--- config.mk ---
export PLATFORM = sky130hd
export DESIGN_NAME = csr_fu
export DESIGN_NICKNAME = d
export VERILOG_FILES = /design/src/rtl/csr_fu.sv
export SDC_FILE = /design/constraint.sdc
export NUM_CORES = 1
export LEC_CHECK = 0
export CAP_MARGIN = 20
export CORE_MARGIN = 3
export CORE_UTILIZATION = 30
export CTS_CLUSTER_DIAMETER = 40
export DETAILED_ROUTE_END_ITERATION = 6
export PLACE_DENSITY_LB_ADDON = 0.3
export SLEW_MARGIN = 15
export SYNTH_ARGS = -nofsm -noshare
export SYNTH_HDL_FRONTEND = slang
export SYNTH_SLANG_ARGS = --single-unit
export TNS_END_PERCENT = 5
--- constraint.sdc ---
create_clock -name clock -period 1.55 [get_ports clock]
set_input_delay 0.31 -clock clock [delete_from_list [all_inputs] [get_ports clock]]
set_output_delay 0.31 -clock clock [all_outputs]
set_load 0.02 [all_outputs]
--- src/rtl/csr_fu.sv ---
// CSR / ECALL / MRET functional unit: holds one op until it reaches the ROB head, then accesses the CSR file.
// Optional HPM hooks (csr_wait_cycle, csr_op_retire) are built when CSR_FU_PERF_EN is defined.
package csr_fu_pkg;
  typedef enum logic [2:0] {
    CSR_NONE  = 3'd0,
    CSR_READ  = 3'd1,
    CSR_WRITE = 3'd2,
    CSR_SET   = 3'd3,
    CSR_CLEAR = 3'd4
  } fu_op_e;
endpackage

module csr_fu
  import csr_fu_pkg::*;
#(
  parameter int ROB_IDX_W = 4
) (
  input  logic                 clock,
  input  logic                 reset,
  input  logic                 issue_valid,
  output logic                 issue_ready,
  input  logic [2:0]           issue_op,
  input  logic [11:0]          issue_addr,
  input  logic [31:0]          issue_wdata,
  input  logic                 issue_src_zero,
  input  logic [31:0]          issue_pc,
  input  logic [ROB_IDX_W-1:0] issue_rob_id,
  input  logic                 rob_head_valid,
  input  logic [ROB_IDX_W-1:0] rob_head_id,
  input  logic                 flush,
  output fu_op_e               csr_op,
  output logic [11:0]          csr_addr,
  output logic [31:0]          csr_wdata,
  output logic [31:0]          csr_pc,
  input  logic [31:0]          csr_rdata,
  output logic                 ecall,
  output logic                 mret,
  input  logic [31:0]          mtvec_addr,
  input  logic [31:0]          mepc_addr,
  output logic                 redirect_valid,
  output logic [31:0]          redirect_pc,
`ifdef CSR_FU_PERF_EN
  output logic                 csr_wait_cycle,
  output logic                 csr_op_retire,
`endif
  output logic                 wb_valid,
  input  logic                 wb_ready,
  output logic [ROB_IDX_W-1:0] wb_rob_id,
  output logic [31:0]          wb_data
);

  localparam logic [2:0] ST_IDLE   = 3'd0;
  localparam logic [2:0] ST_WAIT   = 3'd1;
  localparam logic [2:0] ST_ACCESS = 3'd2;
  localparam logic [2:0] ST_REDIR  = 3'd3;
  localparam logic [2:0] ST_WB     = 3'd4;

  localparam logic [2:0] OP_CSRRW = 3'b001;
  localparam logic [2:0] OP_CSRRS = 3'b010;
  localparam logic [2:0] OP_CSRRC = 3'b011;
  localparam logic [2:0] OP_ECALL = 3'b100;
  localparam logic [2:0] OP_MRET  = 3'b101;

  logic [2:0]           state_q, state_d;
  logic [2:0]           op_q;
  logic [11:0]          addr_q;
  logic [31:0]          wdata_q;
  logic                 src_zero_q;
  logic [31:0]          pc_q;
  logic [ROB_IDX_W-1:0] rob_id_q;
  logic [31:0]          wb_data_q, wb_data_d;

  logic issueLegal;
  logic accept;
  logic headMatch;
  logic isSys;
  logic inAccess;

  assign issueLegal = (issue_op >= OP_CSRRW) && (issue_op <= OP_MRET);
  assign accept     = issue_valid && issue_ready && issueLegal;
  assign headMatch  = rob_head_valid && (rob_head_id == rob_id_q);
  assign isSys      = (op_q == OP_ECALL) || (op_q == OP_MRET);
  assign inAccess   = (state_q == ST_ACCESS);

  // Flush only squashes while the op is still speculative (WAIT_HEAD).
  always_comb begin
    state_d   = state_q;
    wb_data_d = wb_data_q;
    case (state_q)
      ST_IDLE:   if (accept) state_d = ST_WAIT;
      ST_WAIT: begin
        if (flush)          state_d = ST_IDLE;
        else if (headMatch) state_d = ST_ACCESS;
      end
      ST_ACCESS: begin
        wb_data_d = isSys ? 32'h0 : csr_rdata;
        state_d   = isSys ? ST_REDIR : ST_WB;
      end
      ST_REDIR:  state_d = ST_WB;
      ST_WB:     if (wb_ready) state_d = ST_IDLE;
      default:   state_d = ST_IDLE;
    endcase
  end

  always_comb begin
    csr_op = CSR_NONE;
    if (inAccess) begin
      case (op_q)
        OP_CSRRW: csr_op = CSR_WRITE;
        OP_CSRRS: csr_op = src_zero_q ? CSR_READ : CSR_SET;
        OP_CSRRC: csr_op = src_zero_q ? CSR_READ : CSR_CLEAR;
        default:  csr_op = CSR_NONE;
      endcase
    end
  end

  assign issue_ready    = (state_q == ST_IDLE);
  assign csr_addr       = inAccess ? addr_q  : 12'h0;
  assign csr_wdata      = inAccess ? wdata_q : 32'h0;
  assign csr_pc         = inAccess ? pc_q    : 32'h0;
  assign ecall          = inAccess && (op_q == OP_ECALL);
  assign mret           = inAccess && (op_q == OP_MRET);
  assign redirect_valid = (state_q == ST_REDIR);
  assign redirect_pc    = redirect_valid ? ((op_q == OP_ECALL) ? mtvec_addr : mepc_addr) : 32'h0;
  assign wb_valid       = (state_q == ST_WB);
  assign wb_rob_id      = wb_valid ? rob_id_q  : '0;
  assign wb_data        = wb_valid ? wb_data_q : 32'h0;

`ifdef CSR_FU_PERF_EN
  assign csr_wait_cycle = (state_q == ST_WAIT);
  assign csr_op_retire  = wb_valid && wb_ready;
`endif

  always_ff @(posedge clock or negedge reset) begin
    if (!reset) begin
      state_q    <= ST_IDLE;
      op_q       <= 3'b000;
      addr_q     <= 12'h0;
      wdata_q    <= 32'h0;
      src_zero_q <= 1'b0;
      pc_q       <= 32'h0;
      rob_id_q   <= '0;
      wb_data_q  <= 32'h0;
    end else begin
      state_q   <= state_d;
      wb_data_q <= wb_data_d;
      if (accept) begin
        op_q       <= issue_op;
        addr_q     <= issue_addr;
        wdata_q    <= issue_wdata;
        src_zero_q <= issue_src_zero;
        pc_q       <= issue_pc;
        rob_id_q   <= issue_rob_id;
      end
    end
  end

endmodule

==> impl_metrics.prom <==
# TYPE chip_impl_metric gauge
chip_impl_info{name="min_delay_path_class",value="input port to async pin"} 1
chip_impl_metric{name="initial_utilization",unit=""} 0.3088
chip_impl_metric{name="numCtsBuffers",unit=""} 17
chip_impl_metric{name="total_leakage_power",unit="nW"} 5.182
chip_impl_metric{name="fp.dieArea",unit="mm2"} 0.02197
chip_impl_metric{name="power.ir.vdd_worst",unit="uV"} 680.2
chip_impl_metric{name="vias",unit=""} 5632
chip_impl_metric{name="met1_usage",unit=""} 0.2176
chip_impl_metric{name="antenna_found_initial",unit=""} 1
chip_impl_info{name="grt.busiest_layer",value="met2"} 1
chip_impl_metric{name="finalWorstPathRequiredPeriod",unit="ps"} 2147
chip_impl_info{name="crit_end",value="wb_rob_id[3]"} 1
chip_impl_metric{name="finalSetupViolCount",unit=""} 236
chip_impl_metric{name="crit_cells",unit=""} 6
chip_impl_metric{name="drt_iter0_markers",unit=""} 132
chip_impl_info{name="yosys-top-cells-area",value="sky130_fd_sc_hd__dfrtp_1 (49%), sky130_fd_sc_hd__mux2_4 (12%), sky130_fd_sc_hd__and2_1 (12%)"} 1
chip_impl_info{name="critical_path.top_delay_family",value="buffers and inverters"} 1
chip_impl_metric{name="layout-drive-gt1-share",unit=""} 0.4115
chip_impl_metric{name="avgRoutedWirePerCell",unit="um"} 17.51
chip_impl_metric{name="boundaryPins",unit=""} 342
chip_impl_metric{name="routed_wl",unit="um"} 21660
chip_impl_metric{name="power_density",unit="mW/mm2"} 1112
chip_impl_info{name="cp-start-kind",value="flop"} 1
chip_impl_metric{name="detailedRoute.firstPassIterationCount",unit=""} 4
chip_impl_info{name="critical_path.endpoint_type",value="output pin"} 1
chip_impl_metric{name="cts.reportedPaths.clkPinSlew",unit="ps"} 60
chip_impl_metric{name="worst_reg_to_reg_path_cell_count",unit=""} 6
chip_impl_metric{name="antenna_violating_nets_post_route",unit=""} 0
chip_impl_info{name="cp_cell_sequence",value="buf_6, nor3b_4, buf_12, clkbuf_16, and2_1, buf_2"} 1
chip_impl_metric{name="crit_arrival",unit="ps"} 1840
chip_impl_metric{name="ys_ff_latch",unit=""} 119
chip_impl_metric{name="clockBufferDepth",unit=""} 2
chip_impl_info{name="synthFlopType",value="sky130_fd_sc_hd__dfrtp_1"} 1
chip_impl_metric{name="port_buffers",unit=""} 341
chip_impl_metric{name="async_flop_share",unit=""} 1.000
chip_impl_info{name="tritoncts",value="yes"} 1
chip_impl_metric{name="finalWeightedCongestion",unit=""} 0.7415
chip_impl_metric{name="netlist_area",unit="mm2"} 0.006068
chip_impl_info{name="synth_common_cells",value="sky130_fd_sc_hd__nand2_1 (130), sky130_fd_sc_hd__dfrtp_1 (119), sky130_fd_sc_hd__and2_1 (112), sky130_fd_sc_hd__mux2_4 (49)"} 1
chip_impl_metric{name="syn_nets",unit=""} 777
chip_impl_metric{name="route.detailed.drc",unit=""} 0
chip_impl_info{name="reg2reg_from",value="state_q[2]$_DFFE_PN0P_"} 1
chip_impl_metric{name="peak_fanout_along_the_critical_path",unit=""} 9
chip_impl_metric{name="numClockSinks",unit=""} 119
chip_impl_metric{name="maxCapViolations",unit=""} 0
chip_impl_metric{name="num_rows",unit=""} 51
chip_impl_metric{name="level_count_of_the_clock_h_tree",unit=""} 4
chip_impl_metric{name="antennaDiodeCount",unit=""} 0
chip_impl_info{name="critical-path-slowest-cell",value="sky130_fd_sc_hd__dfrtp_1"} 1
chip_impl_info{name="ctsRootBufferMaster",value="sky130_fd_sc_hd__clkbuf_16"} 1
chip_impl_metric{name="dp_hpwl",unit="um"} 14950
chip_impl_metric{name="grt_pass1_wl",unit="um"} 32370
chip_impl_metric{name="endpoint_required_time_on_the_critical_path",unit="ps"} 1240
chip_impl_info{name="outcome",value="complete, but fails checks"} 1
chip_impl_metric{name="layout.filler_cells",unit=""} 1680
chip_impl_metric{name="die-height",unit="um"} 148.2
chip_impl_metric{name="grt_overflow",unit=""} 0
chip_impl_info{name="violations_in_the_final_reports",value="negative setup slack"} 1
chip_impl_info{name="grt_setup_unrepaired",value="yes"} 1
chip_impl_metric{name="routed_via_count_divided_by_cell_count",unit=""} 4.553
chip_impl_metric{name="ys_seq_area_frac",unit=""} 0.4907
chip_impl_metric{name="netlist_instances",unit=""} 587
chip_impl_metric{name="gr-usage-met3",unit=""} 0.07678
chip_impl_metric{name="worst_skew_pair.late_latency",unit="ps"} 400
chip_impl_metric{name="worst_slew_pin_slew",unit="ps"} 410.1
chip_impl_metric{name="crit_buf_inv",unit=""} 4
chip_impl_info{name="criticalPathCategory",value="flop to output pin"} 1
chip_impl_metric{name="fin_nets",unit=""} 1149
chip_impl_metric{name="first_global_vias",unit=""} 5799
chip_impl_info{name="yosys.area.top_type",value="sky130_fd_sc_hd__dfrtp_1"} 1
chip_impl_metric{name="area_growth_syn_to_layout",unit="%"} 86.21
chip_impl_metric{name="x_dimension_of_the_die",unit="um"} 148.2
chip_impl_metric{name="synth_largest_type_area_fraction",unit=""} 0.4907
chip_impl_metric{name="final.setup_skew",unit="ps"} 7.458
chip_impl_metric{name="layout_setup_ws",unit="ps"} -597.1
chip_impl_metric{name="finalPower",unit="mW"} 12.56
chip_impl_metric{name="hold_viol_final",unit=""} 0
chip_impl_metric{name="core_area",unit="mm2"} 0.01965
chip_impl_info{name="reg2reg_to",value="wdata_q[24]$_DFFE_PN0P_"} 1
chip_impl_metric{name="crit_path_max_incr_delay",unit="ps"} 390
chip_impl_info{name="setup.worst_path.start",value="state_q[1]$_DFFE_PN0P_"} 1
chip_impl_metric{name="final_critical_path_share_of_the_clock_period",unit=""} 1.385
chip_impl_metric{name="worst_slew_margin_rel",unit=""} 0.7266
chip_impl_metric{name="placement.cell_area",unit="mm2"} 0.01020
chip_impl_metric{name="reg2reg_setup_slack",unit="ps"} -130
chip_impl_info{name="synthMostInstantiatedCell",value="sky130_fd_sc_hd__nand2_1"} 1
chip_impl_metric{name="slew_violations",unit=""} 0
chip_impl_metric{name="peak_freq",unit="GHz"} 0.4657
chip_impl_metric{name="yosys_warnings",unit=""} 0
chip_impl_metric{name="globalRouteMet2Util",unit=""} 0.3195
chip_impl_metric{name="synth-edff-count",unit=""} 0
chip_impl_metric{name="synth.avg_cell_area",unit="um2"} 10.34
chip_impl_metric{name="synth_cell_type_count",unit=""} 30
chip_impl_metric{name="grt_start_max_net_pins",unit=""} 46
chip_impl_metric{name="grt_util_all_layers",unit=""} 0.1864
chip_impl_metric{name="fin_area",unit="mm2"} 0.01130
cells in the final DEF, fill, tap and decap left out, types with 5 or more instances in the layout:
master                              n
sky130_fd_sc_hd__a21oi_1            9
sky130_fd_sc_hd__a21oi_2           16
sky130_fd_sc_hd__a21oi_4           10
sky130_fd_sc_hd__and2_1            82
sky130_fd_sc_hd__and2_4            30
sky130_fd_sc_hd__buf_12            15
sky130_fd_sc_hd__buf_4             60
sky130_fd_sc_hd__buf_6            123
sky130_fd_sc_hd__clkbuf_16         19
sky130_fd_sc_hd__clkdlybuf4s50_1  188
sky130_fd_sc_hd__dfrtp_1          118
sky130_fd_sc_hd__inv_6              5
sky130_fd_sc_hd__mux2_2            35
sky130_fd_sc_hd__mux2_4            49
sky130_fd_sc_hd__nand2_1          124
sky130_fd_sc_hd__nand2_2            5
sky130_fd_sc_hd__nand3_1           32
sequential cells by signal, indices dropped and copies added, names as in the netlist:
signal and cells:
pc_q 32, state_q 3, addr_q 12, op_q 3
src_zero_q 1, wb_data_q 32, rob_id_q 4, wdata_q 32
cell families after synthesis:
group                     after synthesis  synth area share
buffers and inverters                  47           0.03897
DFF                                   119            0.4907
AOI/OAI and AO/OA                      39           0.03340
xor gates and xnor gates                4          0.005774
muxes                                  84            0.1862
and+or+nand+nor                       294            0.2450
layer usage:
metal / part of all wire / wire length [um]
met1: 0.39 / 8499
met2: 0.50 / 10880
met3: 0.092 / 1992
met4: 0.013 / 289
met5: 0 / 0
per-stage QoR:
stage                     TNS (ps)  instances  hold WS [ps]  setup WS (ps)  utilization
after detailed placement   -124830       1194         217.5         -689.4       0.5188
after global routing       -106120       1237         329.7         -680.6       0.5749
final                       -84050       1237         324.7         -597.1       0.5749
after CTS                   -99950       1234         314.0         -831.7       0.5609
after floorplan             -27170        587         14.41         -225.5            -
after global placement     -125730       1194         217.4         -704.1       0.5188
repair_timing:
action                                 4_1_cts  5_1_grt
hold buffers                                 1        0
endpoints found under the hold margin       16        0
pin swaps                                   10       33
setup endpoints to repair                  267      268
resized for setup                          759      187
cloned                                       2        3
buffers inserted                             6        1
where the power goes:
group,total [mW],internal (mW),switching (mW)
Sequential,4.92,4.28,0.640
Combinational,3.68,2.21,1.48
Clock,3.96,2.40,1.56
Total,12.6,8.89,3.68
final cells by class:
type	instances	area, um2	area share
Clock buffer	17	425.4	0.03765
Timing Repair Buffer	396	4163	0.3684
Sequential cell	119	2979	0.2636
Inverter	4	15.01	0.001329
Multi-Input combinational cell	421	3219	0.2849
Clock inverter	15	166.4	0.01473
Tap cell	265	331.6	0.02934
worst min-delay path by stage:
| stage | startpoint | to | depth (start not counted) |
|---|---|---|---|
| after floorplan | reset | addr_q[0]$_DFFE_PN0P_ | 0 |
| after global placement | reset | wdata_q[20]$_DFFE_PN0P_ | 1 |
| after detailed placement | reset | wdata_q[20]$_DFFE_PN0P_ | 1 |
| after CTS | reset | wdata_q[23]$_DFFE_PN0P_ | 2 |
| after global routing | reset | wdata_q[20]$_DFFE_PN0P_ | 2 |
| final | reset | wdata_q[20]$_DFFE_PN0P_ | 2 |
No activity file was read; power rests on OpenSTA's default activity.
